## config.mk

```make
export PLATFORM = sky130hd
export DESIGN_NAME = exu_issue_buffer_flat
export DESIGN_NICKNAME = d
export VERILOG_FILES = /design/src/rtl/exu_issue_buffer_if.sv /design/src/rtl/exu_issue_buffer.sv /design/src/flat_wrapper.sv
export SDC_FILE = /design/constraint.sdc
export NUM_CORES = 1
export LEC_CHECK = 0
export CAP_MARGIN = 40
export CORE_UTILIZATION = 61
export CTS_BUF_LIST = sky130_fd_sc_hd__clkbuf_16
export DETAILED_ROUTE_END_ITERATION = 6
export PLACE_DENSITY = 0.87
export SYNTH_ARGS = -nofsm -noshare
export SYNTH_HDL_FRONTEND = slang
export SYNTH_SLANG_ARGS = --single-unit
```

## constraint.sdc

```tcl
create_clock -name clk_i -period 23.9 [get_ports clk_i]
set_clock_uncertainty 0.05 [all_clocks]
set_input_delay 3.585 -clock clk_i [delete_from_list [all_inputs] [get_ports clk_i]]
set_output_delay 3.585 -clock clk_i [all_outputs]
set_load 0.05 [all_outputs]
```

## src/rtl/exu_issue_buffer_if.sv

```systemverilog
// Issue-port bundle between the pipeline issue stage and an execution unit.
// The alu_sif/lsu_sif modports are the EXU (slave) view; issue is the driver view.
interface pip_exu_interface #(
  parameter int unsigned XLEN = 32
);
  logic [XLEN-1:0] data1;
  logic [XLEN-1:0] data2;
  logic [19:0]     imm20;
  logic [4:0]      opcode;
  logic [9:0]      funct;
  logic [7:0]      itag;
  logic            valid;
  logic            full;

  modport alu_sif (input data1, data2, imm20, opcode, funct, itag, valid, output full);
  modport lsu_sif (input data1, data2, imm20, opcode, funct, itag, valid, output full);
  modport issue   (output data1, data2, imm20, opcode, funct, itag, valid, input full);
endinterface

```

## src/rtl/exu_issue_buffer.sv

```systemverilog
// In-order issue FIFO in front of a multi-cycle EXU, with full backpressure.
// Optional EXU_ISSUE_BYPASS_EN: forwards an incoming uop straight to the head when empty.
module exu_issue_buffer #(
  parameter int unsigned DEPTH = 4,
  parameter int unsigned XLEN  = 32
) (
  input  logic                       clk_i,
  input  logic                       arst_i,
  pip_exu_interface.lsu_sif          exu_sif,
  input  logic                       flush_i,
  output logic                       uop_valid_o,
  input  logic                       uop_ready_i,
  output logic [XLEN-1:0]            uop_data1_o,
  output logic [XLEN-1:0]            uop_data2_o,
  output logic [19:0]                uop_imm20_o,
  output logic [4:0]                 uop_opcode_o,
  output logic [9:0]                 uop_funct_o,
  output logic [7:0]                 uop_itag_o,
  output logic [$clog2(DEPTH+1)-1:0] count_o
);

  localparam int unsigned PW = $clog2(DEPTH);
  localparam int unsigned CW = $clog2(DEPTH + 1);

  typedef struct packed {
    logic [XLEN-1:0] data1;
    logic [XLEN-1:0] data2;
    logic [19:0]     imm20;
    logic [4:0]      opcode;
    logic [9:0]      funct;
    logic [7:0]      itag;
  } uop_t;

  uop_t          mem [DEPTH];
  uop_t          wr_uop;
  uop_t          head;
  logic [PW-1:0] wr_ptr;
  logic [PW-1:0] rd_ptr;
  logic [CW-1:0] count;
  logic          empty;
  logic          bypass_take;
  logic          push;
  logic          pop;

  assign wr_uop = '{data1:  exu_sif.data1,  data2: exu_sif.data2, imm20: exu_sif.imm20,
                    opcode: exu_sif.opcode, funct: exu_sif.funct, itag:  exu_sif.itag};

  assign empty        = (count == '0);
  assign exu_sif.full = (count == CW'(DEPTH));

`ifdef EXU_ISSUE_BYPASS_EN
  // An empty buffer with a ready consumer hands the uop straight through without storing it.
  assign bypass_take = empty & exu_sif.valid & uop_ready_i & ~flush_i;
  assign uop_valid_o = ~empty | (exu_sif.valid & ~flush_i);
  assign head        = empty ? wr_uop : mem[rd_ptr];
`else
  assign bypass_take = 1'b0;
  assign uop_valid_o = ~empty;
  assign head        = mem[rd_ptr];
`endif

  assign push = exu_sif.valid & ~exu_sif.full & ~flush_i & ~bypass_take;
  assign pop  = ~empty & uop_ready_i & ~flush_i;

  // Payload storage; flush leaves contents in place, only reset clears them.
  always_ff @(posedge clk_i or posedge arst_i) begin
    if (arst_i) begin
      for (int i = 0; i < int'(DEPTH); i++) mem[i] <= '0;
    end else if (push) begin
      mem[wr_ptr] <= wr_uop;
    end
  end

  // Pointers and occupancy.
  always_ff @(posedge clk_i or posedge arst_i) begin
    if (arst_i) begin
      wr_ptr <= '0;
      rd_ptr <= '0;
      count  <= '0;
    end else if (flush_i) begin
      wr_ptr <= '0;
      rd_ptr <= '0;
      count  <= '0;
    end else begin
      if (push) wr_ptr <= wr_ptr + PW'(1);
      if (pop)  rd_ptr <= rd_ptr + PW'(1);
      case ({push, pop})
        2'b10:   count <= count + CW'(1);
        2'b01:   count <= count - CW'(1);
        default: count <= count;
      endcase
    end
  end

  assign uop_data1_o  = head.data1;
  assign uop_data2_o  = head.data2;
  assign uop_imm20_o  = head.imm20;
  assign uop_opcode_o = head.opcode;
  assign uop_funct_o  = head.funct;
  assign uop_itag_o   = head.itag;
  assign count_o      = count;

endmodule

```

## src/flat_wrapper.sv

```systemverilog
// flat-port wrapper written by rule: the top's interface ports become plain ports
module exu_issue_buffer_flat 
#(
  parameter int unsigned DEPTH = 4,
  parameter int unsigned XLEN  = 32
)
  (clk_i, arst_i, flush_i, uop_valid_o, uop_ready_i, uop_data1_o, uop_data2_o, uop_imm20_o, uop_opcode_o, uop_funct_o, uop_itag_o, count_o, exu_sif_data1, exu_sif_data2, exu_sif_imm20, exu_sif_opcode, exu_sif_funct, exu_sif_itag, exu_sif_valid, exu_sif_full);
  pip_exu_interface #(.XLEN(XLEN)) exu_sif_i ();
  input  logic clk_i;
  input  logic arst_i;
  input  logic flush_i;
  output logic uop_valid_o;
  input  logic uop_ready_i;
  output logic [XLEN-1:0] uop_data1_o;
  output logic [XLEN-1:0] uop_data2_o;
  output logic [19:0] uop_imm20_o;
  output logic [4:0] uop_opcode_o;
  output logic [9:0] uop_funct_o;
  output logic [7:0] uop_itag_o;
  output logic [$clog2(DEPTH+1)-1:0] count_o;
  input wire logic [$bits(exu_sif_i.data1)-1:0] exu_sif_data1;
  input wire logic [$bits(exu_sif_i.data2)-1:0] exu_sif_data2;
  input wire logic [$bits(exu_sif_i.imm20)-1:0] exu_sif_imm20;
  input wire logic [$bits(exu_sif_i.opcode)-1:0] exu_sif_opcode;
  input wire logic [$bits(exu_sif_i.funct)-1:0] exu_sif_funct;
  input wire logic [$bits(exu_sif_i.itag)-1:0] exu_sif_itag;
  input wire logic [$bits(exu_sif_i.valid)-1:0] exu_sif_valid;
  output wire logic [$bits(exu_sif_i.full)-1:0] exu_sif_full;
  assign exu_sif_i.data1 = exu_sif_data1;
  assign exu_sif_i.data2 = exu_sif_data2;
  assign exu_sif_i.imm20 = exu_sif_imm20;
  assign exu_sif_i.opcode = exu_sif_opcode;
  assign exu_sif_i.funct = exu_sif_funct;
  assign exu_sif_i.itag = exu_sif_itag;
  assign exu_sif_i.valid = exu_sif_valid;
  assign exu_sif_full = exu_sif_i.full;
  exu_issue_buffer #(.DEPTH(DEPTH), .XLEN(XLEN)) u_core (.clk_i(clk_i), .arst_i(arst_i), .exu_sif(exu_sif_i), .flush_i(flush_i), .uop_valid_o(uop_valid_o), .uop_ready_i(uop_ready_i), .uop_data1_o(uop_data1_o), .uop_data2_o(uop_data2_o), .uop_imm20_o(uop_imm20_o), .uop_opcode_o(uop_opcode_o), .uop_funct_o(uop_funct_o), .uop_itag_o(uop_itag_o), .count_o(count_o));
endmodule
```

==> summary.txt <==
Synth
  • YS warnings: 0
  • Ys async rst share: 100%
  • Seq cells post-synth: 435
  • Post-Syn Nets: 1221
  • Mapped Cells: 1104
  • Number of synthesized flops with an enable pin: 0
  • Post-Syn Area: 19200 um^2
  • Register area share after synthesis: 56.7%
  • Main flop type after synthesis: dfrtp_1
  • Synth cell types: 35
  • Avg Inst Size Synth: 17.4 um^2

Place
  • Placer congestion estimate: 0.747
  • IO Port Bufs: 223
  • Hpwl dp: 25200 um
  • Placement Cell Area: 21900 um^2

Die
  • Initial Utilization: 62.4%
  • Die Height: 179 um
  • Num ports: 224
  • Core area: 30700 um^2
  • Row count: 64
  • Die ar.: 32200 um^2
  • Die X: 179 um

Clock tree
  • Reg clk slew, reported paths: 0.06 ns
  • Clock sink count: 435
  • Maximum root-to-sink buffer count: 3
  • CTS tree: done
  • TritonCTS Buffers: 44
  • Post-CTS Resized: 0
  • Root Buffer: clkbuf_16
  • Clk Latency, worst-skew pair: 0.53 ns
  • H-Tree Depth: 2
  • # hold bufs at CTS: 0
  • Post-CTS Setup Repair Bufs: 0

Min path
  • Hold path cells: 1
  • Worst Hold End: u_core.mem[184]
  • Hold Crit Class: flop to flop
  • Hold Path Origin: u_core.mem[184]

Run status
  • Failing checks: design-rule violations
  • Status: finished, violations left

Worst setup path
  • CP peak stage delay: 0.78 ns
  • Critical Path Stages: 5
  • Reg-to-reg slack, setup: 20.69 ns
  • Required time of the critical path: 20.27 ns
  • CP Cell Sequence: buf_12 > buf_4 > buf_16 > mux4_2 > clkdlybuf4s50_1
  • WP buf/inv: 4
  • WS Path Type: flop to output pin
  • Worst reg2reg path startpoint: u_core.count_o[0]
  • Slowest cell on crit path: clkdlybuf4s50_1
  • Reg2reg path depth: 5
  • Startpoint types: flop
  • WP data arrival: 3.66 ns
  • Worst R2R End: u_core.mem[187]
  • Setup crit end kind: output pin
  • Worst-path fanout max: 35
  • Family with the most delay on the worst path: buffers and inverters

Timing
  • Fin crit period: 7.30 ns
  • Final Hold Viols: 0
  • Fin crit share: 30.5%
  • Setup violators final: 0
  • Fmax: 0.137 GHz
  • Least-Margin Pin Slew: 0.860 ns
  • Unrepaired setup endpoints after global routing: false
  • Worst hold slack: 0.450 ns
  • Total negative slack: 0 ns
  • Max-slew headroom: 42.7%
  • Slew Viols, Final: 0

Layout
  • Area of the multi-input gates: 7850 um^2
  • Layout cell share with drive strength beyond 1: 45.7%
  • Post-route cell area: 23200 um^2
  • Layout Area Growth over Synthesis: 20.9%
  • Sequential Area: 10900 um^2
  • Nets: 1435
  • Filler cells: 1837

Route
  • Vias per cell: 6.03
  • Vias: 10573
  • TritonRoute pass-1 iters: 6
  • Final ANT Viol Nets: 0
  • Post-Route WL: 40300 um
  • Residual DRC: 28
  • Initial DRC Count: 596
  • Drt wl/cell: 23.0 um

Global route
  • GRT overflow: 0
  • GRT Overall Usage: 26.0%
  • Initial antenna violation count: 4
  • Vias in the first global route: 11562
  • First-pass GRT wire length: 64100 um
  • Largest net degree at the start of global routing: 92

Run
  • Max-cap viol count: 0

Power
  • PwrDens: 113 nW/um^2
  • Maximum vdd drop: 0.0000806 V
  • LEAKAGE: 10.1 nW
-- synthesized netlist by cell type (2+ instances only) --
cell,number,share of area (%)
dfrtp_1,435,57
mux2_2,368,22
mux4_2,107,13
mux2_4,60,4.7
buf_2,35,0.91
buf_1,15,0.29
buf_6,12,0.70
clkbuf_1,9,0.18
inv_1,7,0.14
buf_4,6,0.23
a21oi_1,5,0.13
ha_1,4,0.26
nand3b_1,4,0.16
nor2_1,4,0.078
o21ai_0,4,0.10
xor2_1,3,0.14
a2111oi_0,2,0.091
a31oi_1,2,0.065
and3_4,2,0.12
nand2b_1,2,0.065
nand3_1,2,0.052
nand3_2,2,0.10
o311ai_0,2,0.091
-- worst register-to-register path: stages (launching register included) --
cell	delay [ns]
dfrtp_1	0.55
or3b_1	0.60
nand3_4	0.51
buf_12	0.29
buf_4	0.66
mux2_2	0.44
-- metrics by stage --
step,util [%],total power [mW],instances,setup WS (ns)
floorplan,-,1.73,1104,8.15
global placement,70.2,1.95,1656,16.77
detailed placement,71.1,1.99,1668,16.96
CTS,75.4,2.64,1748,16.54
global route,75.5,2.73,1752,16.41
finish,75.5,2.62,1752,16.60
-- cell families (layout without fill, tap and decap cells) --
family          after synthesis  after routing  share of synthesized area [%]
other cells                   0              4                              0
flops                       435            435                           56.7
xor+xnor                      3              3                          0.137
simple gates                 24             24                          0.874
fa+ha+maj                     5              5                          0.365
buf+inv                      84            332                           2.46
compound gates               18             18                          0.600
mux                         535            535                           38.8
-- report_power, final --
part,switching [mW],internal [mW]
registers,0.122,0.959
logic,0.457,0.442
clock network,0.276,0.361
total,0.855,1.76
-- cell usage in the layout (no fill, tap or decap), types with 2 or more instances in the layout --
cell	instances
a2111oi_0	2
a21oi_1	5
a31oi_1	2
and3_4	2
buf_12	5
buf_16	7
buf_4	10
bufinv_16	2
clkbuf_16	45
clkdlybuf4s50_1	223
clkinv_1	14
clkinv_2	3
dfrtp_1	433
dfrtp_4	2
diode_2	4
ha_1	4
inv_1	19
inv_6	2
mux2_2	368
mux2_4	60
mux4_2	107
nand2b_1	2
nand3_1	2
nand3_4	2
nand3b_1	4
nor2_1	4
o21ai_0	4
o311ai_0	2
xor2_1	3
-- flip-flops by register name, summed over array words and instances (netlist names) --
register,flops
u_core.wr_ptr,2
u_core.count_o,3
u_core.mem,428
u_core.rd_ptr,2
-- worst max path at each step --
stage	from	end
6_report	u_core.rd_ptr[0]	uop_data1_o[1]
3_5_place_dp	exu_sif_valid	u_core.mem[234]
5_1_grt	u_core.rd_ptr[0]	uop_data1_o[3]
4_1_cts	u_core.rd_ptr[0]	uop_data1_o[3]
3_3_place_gp	u_core.rd_ptr[1]	uop_imm20_o[3]
2_1_floorplan	arst_i	u_core.count_o[0]
-- area by class of cell --
class	count	area share, %
multi-input combinational	585	33.8
clock buffer	45	4.85
sequential	435	46.9
clock inverter	35	0.868
tap	396	2.13
antenna	4	0.0431
inverter	7	0.146
timing repair buffer	245	11.2
-- routing by layer --
layer	wire length, um	global-route usage (%)	part of all wire (%)
met1	16600	35.0	41
met2	20500	43.0	51
met3	2180	5.42	5.4
met4	1010	8.12	2.5
met5	0	0	0
(Power assumes the default switching activity.)
